<file path="config.mk">
export PLATFORM = sky130hd
export DESIGN_NAME = sdm_sample_sequencer
export DESIGN_NICKNAME = d
export VERILOG_FILES = /design/src/rtl/sdm_sample_sequencer.sv
export SDC_FILE = /design/constraint.sdc
export NUM_CORES = 1
export LEC_CHECK = 0
export ABC_CLOCK_PERIOD_IN_PS = 2100
export BUFFER_PORTS_ARGS = -buffer_cell sky130_fd_sc_hd__buf_2
export CAP_MARGIN = 20
export CORE_ASPECT_RATIO = 1.5
export CORE_MARGIN = 4
export CORE_UTILIZATION = 51
export DETAILED_ROUTE_END_ITERATION = 12
export HOLD_SLACK_MARGIN = 0.03
export PLACE_DENSITY_LB_ADDON = 0.25
export SYNTH_ARGS = -nofsm -noshare
export SYNTH_HDL_FRONTEND = slang
export SYNTH_SLANG_ARGS = --single-unit
</file>
<file path="constraint.sdc">
create_clock -name clk -period 2.1 [get_ports clk]
set_input_delay 0 -clock clk [delete_from_list [all_inputs] [get_ports clk]]
set_output_delay 0 -clock clk [all_outputs]
set_load 0.05 [all_outputs]
</file>
<file path="src/rtl/sdm_sample_sequencer.sv">
// Sample sequencer for a first-order sigma-delta modulator: buffers PCM samples
// and holds each one on mod_val for OSR cycles, muting to 0x00 on underrun.
module sdm_sample_sequencer #(
    parameter int OSR        = 64,
    parameter int FIFO_DEPTH = 4
) (
    input  logic                          clk,
    input  logic                          clr,
    input  logic                          enable,
    input  logic [7:0]                    in_data,
    input  logic                          in_valid,
    output logic                          in_ready,
    output logic [7:0]                    mod_val,
    output logic                          mod_clr,
    output logic                          sample_tick,
    output logic                          underrun,
    output logic [$clog2(FIFO_DEPTH):0]   level
);
    localparam int AW = $clog2(FIFO_DEPTH);
    localparam int LW = AW + 1;
    localparam int CW = $clog2(OSR);
    localparam logic [CW-1:0] CNT_LAST = CW'(OSR - 1);
    localparam logic [LW-1:0] LVL_FULL = LW'(FIFO_DEPTH);

    typedef enum logic [1:0] {
        S_IDLE     = 2'd0,
        S_RUN      = 2'd1,
        S_UNDERRUN = 2'd2
    } state_t;

    logic [7:0]    mem_q [FIFO_DEPTH];
    logic [AW-1:0] wr_ptr_q, wr_ptr_d;
    logic [AW-1:0] rd_ptr_q, rd_ptr_d;
    logic [LW-1:0] level_q, level_d;

    state_t        state_q;
    logic [CW-1:0] cnt_q;
    logic [CW-1:0] cnt_d;
    logic [7:0]    mod_val_q;
    logic          mod_clr_q;
    logic          tick_q;
    logic          underrun_q;

    logic push;
    logic pop;
    logic boundary;

    assign in_ready = (level_q != LVL_FULL);
    assign push     = in_valid && in_ready;
    assign boundary = (cnt_q == CNT_LAST);
    // Pops only look at the occupancy at the start of the cycle, so a sample
    // written this cycle is never read in the same cycle.
    assign pop      = enable && (level_q != '0) && ((state_q == S_IDLE) || boundary);
    assign cnt_d    = boundary ? '0 : cnt_q + CW'(1);

    always_comb begin
        wr_ptr_d = push ? wr_ptr_q + AW'(1) : wr_ptr_q;
        rd_ptr_d = pop  ? rd_ptr_q + AW'(1) : rd_ptr_q;
        level_d  = level_q;
        if (push && !pop)
            level_d = level_q + LW'(1);
        else if (pop && !push)
            level_d = level_q - LW'(1);
    end

    always_ff @(posedge clk) begin
        if (push)
            mem_q[wr_ptr_q] <= in_data;
    end

    always_ff @(posedge clk) begin
        if (clr) begin
            wr_ptr_q <= '0;
            rd_ptr_q <= '0;
            level_q  <= '0;
        end else begin
            wr_ptr_q <= wr_ptr_d;
            rd_ptr_q <= rd_ptr_d;
            level_q  <= level_d;
        end
    end

    always_ff @(posedge clk) begin
        if (clr) begin
            state_q    <= S_IDLE;
            cnt_q      <= '0;
            mod_val_q  <= 8'h00;
            mod_clr_q  <= 1'b1;
            tick_q     <= 1'b0;
            underrun_q <= 1'b0;
        end else begin
            tick_q <= 1'b0;
            if (!enable) begin
                // Any partially played sample is dropped, not re-queued.
                state_q   <= S_IDLE;
                cnt_q     <= '0;
                mod_val_q <= 8'h00;
                mod_clr_q <= 1'b1;
            end else begin
                case (state_q)
                    S_IDLE: begin
                        cnt_q <= '0;
                        if (pop) begin
                            mod_val_q <= mem_q[rd_ptr_q];
                            mod_clr_q <= 1'b0;
                            tick_q    <= 1'b1;
                            state_q   <= S_RUN;
                        end else begin
                            mod_val_q <= 8'h00;
                            mod_clr_q <= 1'b1;
                        end
                    end
                    S_RUN: begin
                        cnt_q <= cnt_d;
                        if (boundary) begin
                            if (pop) begin
                                mod_val_q <= mem_q[rd_ptr_q];
                                tick_q    <= 1'b1;
                            end else begin
                                mod_val_q  <= 8'h00;
                                underrun_q <= 1'b1;
                                state_q    <= S_UNDERRUN;
                            end
                        end
                    end
                    S_UNDERRUN: begin
                        // Counter keeps running so recovery lands on a period edge.
                        cnt_q     <= cnt_d;
                        mod_val_q <= 8'h00;
                        if (pop) begin
                            mod_val_q <= mem_q[rd_ptr_q];
                            tick_q    <= 1'b1;
                            state_q   <= S_RUN;
                        end
                    end
                    default: begin
                        state_q   <= S_IDLE;
                        cnt_q     <= '0;
                        mod_val_q <= 8'h00;
                        mod_clr_q <= 1'b1;
                    end
                endcase
            end
        end
    end

    assign mod_val     = mod_val_q;
    assign mod_clr     = mod_clr_q;
    assign sample_tick = tick_q;
    assign underrun    = underrun_q;
    assign level       = level_q;
endmodule

</file>
Yosys cells after proc, flatten, opt, wreduce, memory -nomap -nowiden. Memories as Yosys holds them, arrays and structs flattened. A register that Yosys moved wholly into a read port is not among the register bits. Cells that the tools add are included.

Input port bits: 12. Flip-flop bits (word level): 26. Output and inout port bits: 15. Memories kept: 1. RAM bits: 32. Word-level logic and storage cells: 60.

Memory list: mem_q (words 4, width 8, rd ports 1, clocked after Yosys merged registers in 1, write ports 1, RTL line 31) `logic [7:0] mem_q [FIFO_DEPTH];`.

Muxes and demuxes: 18. Reduce and logical (&&, ||, !) cells: 17. Bitwise gates (word level): 3. Add/subtract/negate cells: 5. Equality and inequality tests: 7.

Operator list (number): two-way mux 8 bit (2); one-hot mux 8 bit (2 select lines) (1); two-way mux 2 bit (5); adder 6 x 1 -> 6 bit (second input constant) (1); equality test 6 bit (second input constant) (1); two-way mux 3 bit (2); OR reduction 2 bit (3); logical AND 1 bit (5); two-way mux 1 bit (5); adder 2 x 1 -> 2 bit (second input constant) (2); != test 2 bit (second input constant) (2); one-hot mux 1 bit (2 select lines) (2); one-hot mux 2 bit (2 select lines) (1); AND reduction 4 bit (1); OR reduction 4 bit (1); adder 3 x 1 -> 3 bit (second input constant) (1); != test 3 bit (second input constant) (1); NOT 1 bit (3); AND reduction 3 bit (1); nonzero test 3 bit (1); subtractor 3 x 1 -> 3 bit (second input constant) (1); equality test 2 x 1 -> 1 bit (second input constant) (1); equality test 2 bit (second input constant) (1); logical NOT 1 bit (2); other kinds (4) (4).

Logic depth before layout (Yosys ltp).
Depth after elaboration: 6. Depth in mapped cells: 10. Depth with buffers taken out: 10.

Worst setup path after synthesis. Ideal clock, no wire load.

Path kind: reg2reg. From: reg level_q[0], in the netlist level[0]. To: reg level_q[2], in the netlist level[2]. Path buffers: 0. Period minus slack after synthesis: 2.440 ns. Setup slack: -0.340 ns. Setup time: 0.070 ns. Data required time: 2.030 ns. Cell stages (with the launch flop): 9. Arrival: 2.370 ns. Cells stage by stage: dfxtp_1 nor2_1 a21boi_2 ha_1 inv_1 fa_1 xor2_1 or3_1 a21oi_1.

Elaborated cells between the ends (all ways): 14. Classes of those cells: add/sub (2); eq/ne (1); mux (2); reduce/logical (9).

RTL lines: from (decl) (RTL line 34) `logic [LW-1:0] level_q, level_d;`; from (signal assigned) (RTL line 79) `level_q <= level_d;`; != test 3 bit (*) (RTL line 48) `assign in_ready = (level_q != LVL_FULL);`; logical AND 1 bit (*) (RTL line 49) `assign push = in_valid && in_ready;`; net push (RTL line 44) `logic push;`; logical NOT 1 bit (RTL line 62) `else if (pop && !push)`; logical AND 1 bit (RTL line 62); nonzero test 2 bit (no source line).

Mark *: on every way through the listed nets, which the timed path passes. The rest lies on a longest branch. The select of a mux whose other input is x is not followed. A chain may end at the register's enable or synchronous reset.

Worst setup path in the final report.
From: reg cnt_q[0]. To: reg level_q[2], in the netlist level[2].

Cells in the longest elaborated chain, start to end: 6. Elaborated cells between the ends (all ways): 8. Classes of those cells: eq/ne (1); mux (1); reduce/logical (6).

RTL lines: from (decl) (RTL line 37) `logic [CW-1:0] cnt_q;`; from (signal assigned) (RTL line 114) `cnt_q <= cnt_d;`; from (signal assigned) (RTL line 128) `cnt_q <= cnt_d;`; equality test 6 bit (*) (RTL line 50) `assign boundary = (cnt_q == CNT_LAST);`; logical OR 1 bit (*) (RTL line 53) `assign pop = enable && (level_q != '0) && ((state_q == S_IDLE) || boundary);`; logical AND 1 bit (*) (RTL line 53); logical NOT 1 bit (RTL line 60) `if (push && !pop)`; logical AND 1 bit (RTL line 60); two-way mux 3 bit or nonzero test 2 bit (tied branches).

Mark *: on every way between the ends. The rest lies on a longest branch, timed or not.

==> impl_metrics.py <==
metrics = {
    "worst_hold_path": {
        "holdCritPathClass": "in2reg",
        "worst_hold_path.endpoint": "mod_clr$_SDFFE_PP1P_",
        "hold_path_depth": 3,
        "hold_crit_start": "enable",
    },
    "critical_path": {
        "regToRegStartpoint": "cnt_q[0]$_SDFF_PP0_",
        "worst_reg_to_reg_cells": 10,
        "largest_driver_fanout_on_the_critical_path": 3,
        "critPathKind": "reg2reg",
        "worst_ep_required_time_ns": 2.37,
        "worst-r2r-setup-slack_ns": 0.02,
        "critPathLaunchType": "flop",
        "r2r_end": "level[2]$_SDFFE_PP0P_",
        "critPathCaptureType": "flop",
        "crit_arrival_ns": 2.34,
    },
    "logic_synthesis": {
        "synth_flop_cell": "sky130_fd_sc_hd__edfxtp_1",
        "synth_cell_types": 33,
        "synthSimpleGateAreaFrac": 0.08896,
        "total_nets_after_synthesis": 206,
        "synthXorXnorAreaFrac": 0.02505,
        "synth_top_family_by_area": "multiplexers",
        "synthCells": 182,
        "synth_adder_area_share": 0.06442,
        "ys_seq_elements": 60,
        "synthArstFlopShare": 0,
        "seq_area_frac_synth": 0.6217,
        "synth_compound_gate_area_share": 0.08333,
        "yosys_warnings": 0,
        "syn_area_per_cell_um2": 13.45,
        "post_synth_edffs": 32,
        "syn_area_um2": 2447,
        "muxShareOfSynthArea": 0.09407,
    },
    "timing": {
        "max-slew-margin-rel": 0.6347,
        "setup_viol": 0,
        "fin_ws_ns": 0.02365,
        "final.hold.worst_slack_ns": 0.1272,
        "min_period_ns": 2.076,
        "timing.fmax_mhz": 481.6,
        "grt_setup_unrepaired": "yes",
        "final.period_utilization": 0.9887,
        "slew_viol_final": 0,
        "final_hold_viol_count": 0,
        "fin_setup_tns_ns": 0,
        "timing_worst_slew_pin_value_ns": 0.5469,
        "final.setup_skew_ns": 0.004708,
    },
    "clocking": {
        "cts_made_buffers": 9,
        "cts.clk_slew.worst_paths_ns": 0.07,
        "cts_tree": "built",
        "clock_tree.htree_level_count": 3,
        "clk-insertion-delay-late_ns": 0.34,
        "cts_root_buffer": "sky130_fd_sc_hd__clkbuf_8",
        "clock-sinks": 60,
        "max-clock-path-buffers": 2,
    },
    "run_status": {
        "result_of_the_run": "finished clean",
    },
    "power_and_ir_drop": {
        "power_density_nw_per_um2": 1126,
        "peakVddDrop_v": 0.0007414,
        "power.static_leakage_nw": 1.177,
    },
    "placed_design": {
        "dpl.cell_count": 280,
        "buffer_ports.inserted": 26,
        "dp_slack_ns": -0.06397,
        "dpl_cell_area_um2": 2750,
        "detailed_placer_s_ending_hpwl_um": 3573,
        "routabilityCongestion": 0.8869,
    },
    "drt": {
        "dr_vias": 1680,
        "ant_nets": 0,
        "routedWlPerCell_um": 16.85,
        "post-route-drc-count": 0,
        "detailedRoute.firstPassIterationCount": 4,
        "number_of_violations_reported_at_the_end_of_detailed_routing_iteration_0": 85,
        "vias_per_cell": 5.419,
        "drt-total-wl_um": 5224,
    },
    "die": {
        "io_pins": 27,
        "die_h_um": 92.84,
        "initial_core_util": 0.5344,
        "floorplan.rows": 30,
        "fp.coreArea_um2": 4579,
        "die_w_um": 64.56,
        "die-area_um2": 5994,
    },
    "grt": {
        "grt_start_max_net_pins": 12,
        "gr-total-overflow": 0,
        "first_global_vias": 1722,
        "first_pass_grt_wire_length_um": 8383,
        "gr-usage-all-layers": 0.1940,
        "initial_antenna_violation_count": 0,
    },
    "layout": {
        "finalNetCount": 265,
        "final_layout_size_suffix_gt1_frac": 0.3333,
        "most-common-layout-cells": "32 x sky130_fd_sc_hd__edfxtp_1, 26 x sky130_fd_sc_hd__buf_2, 23 x sky130_fd_sc_hd__dfxtp_1",
        "most_frequent_standard_cell_in_the_layout_excluding_fill_and_tap_cells": "sky130_fd_sc_hd__edfxtp_1",
        "diodes": 0,
        "layout-area-overhead-vs-synth_pct": 26.94,
        "final_design_area_no_fill_um2": 3107,
        "stdcell_count": 310,
    },
    "job": {
        "drv.max_cap_violation_count": 0,
    },
}
[flip-flops by register name (all words and copies together) (netlist names), named ones only]
register and cells:
wr_ptr_q 2, sample_tick 1, level 3, cnt_q 6, mem_q 32, state_q 2
rd_ptr_q 2, mod_clr 1, underrun 1, mod_val 8
[through the flow]
stage	total power [W]	utilization
2_1_floorplan	0.002161	-
3_3_place_gp	0.002385	0.6005
6_report	0.003499	0.6784
4_1_cts	0.003491	0.6645
3_5_place_dp	0.002451	0.6005
5_1_grt	0.003683	0.6784
[power breakdown]
group / total, W / leakage (nW) / internal, W / switching [W]
sequential: 0.00149 / 0.523 / 0.00140 / 0.0000901
combinational: 0.00101 / 0.563 / 0.000432 / 0.000579
clock: 0.00100 / 0.0907 / 0.000541 / 0.000461
[what timing repair did]
item / in CTS / in global routing
setup buffers: 1 / 4
pin swaps: 1 / 6
hold buffers: 9 / 0
hold endpoints to repair: 42 / 0
gates resized for setup: 2 / 9
setup endpoints to repair: 1 / 1
[worst max-delay path: stages (launching register included)]
cell and delay (ns):
sky130_fd_sc_hd__dfxtp_2 0.34, sky130_fd_sc_hd__ha_4 0.16, sky130_fd_sc_hd__nand3_2 0.09, sky130_fd_sc_hd__nor2_4 0.05
sky130_fd_sc_hd__o21ai_2 0.11, sky130_fd_sc_hd__ha_2 0.19, sky130_fd_sc_hd__inv_2 0.05, sky130_fd_sc_hd__fa_2 0.36
sky130_fd_sc_hd__xor2_2 0.16, sky130_fd_sc_hd__or3_1 0.37, sky130_fd_sc_hd__a21oi_1 0.12
[per-layer routing]
metal  up-vias  wire (µm)  track usage
li1        790          -            -
met2        58       2801       0.3267
met1       817       2005       0.2150
met3        15        281      0.06432
met4         0        136       0.1005
met5         -          0            0
[cell usage after synthesis (all sizes together), types with 4 or more instances]
cell type  number  share of area
a21oi           6          0.012
a32oi           8          0.029
and2            5          0.013
dfxtp          28           0.23
edfxtp         32           0.39
ha             11          0.056
inv             9          0.014
mux2i           5          0.020
mux4            8          0.074
nand2           9          0.014
nor2           22          0.035
o21ai           5          0.010
xor2            4          0.014
[kinds of logic after synthesis]
| logic type | after synthesis |
|---|---|
| fa+ha+maj | 12 |
| compound gates | 29 |
| simple gates | 47 |
| buf+inv | 14 |
| xor+xnor | 7 |
| flops | 60 |
| mux | 13 |
[how the worst max path moves through the flow]
stage,start,end,depth (start not counted)
5_1_grt,cnt_q[0]$_SDFF_PP0_,level[2]$_SDFFE_PP0P_,10
2_1_floorplan,level[0]$_SDFFE_PP0P_,level[2]$_SDFFE_PP0P_,8
6_report,cnt_q[0]$_SDFF_PP0_,level[2]$_SDFFE_PP0P_,10
3_5_place_dp,cnt_q[0]$_SDFF_PP0_,level[2]$_SDFFE_PP0P_,10
3_3_place_gp,cnt_q[0]$_SDFF_PP0_,level[2]$_SDFFE_PP0P_,10
4_1_cts,cnt_q[0]$_SDFF_PP0_,level[2]$_SDFFE_PP0P_,10
[layout make-up]
class	instances	area [µm²]
well taps	64	80.08
inverters	9	33.78
fillers	350	1473
clock buffers	9	123.9
repair buffers	53	355.3
multi-input cells	108	914.6
flip-flops and latches	60	1533
clock inverters	7	66.31
(Power assumes the default switching activity.)
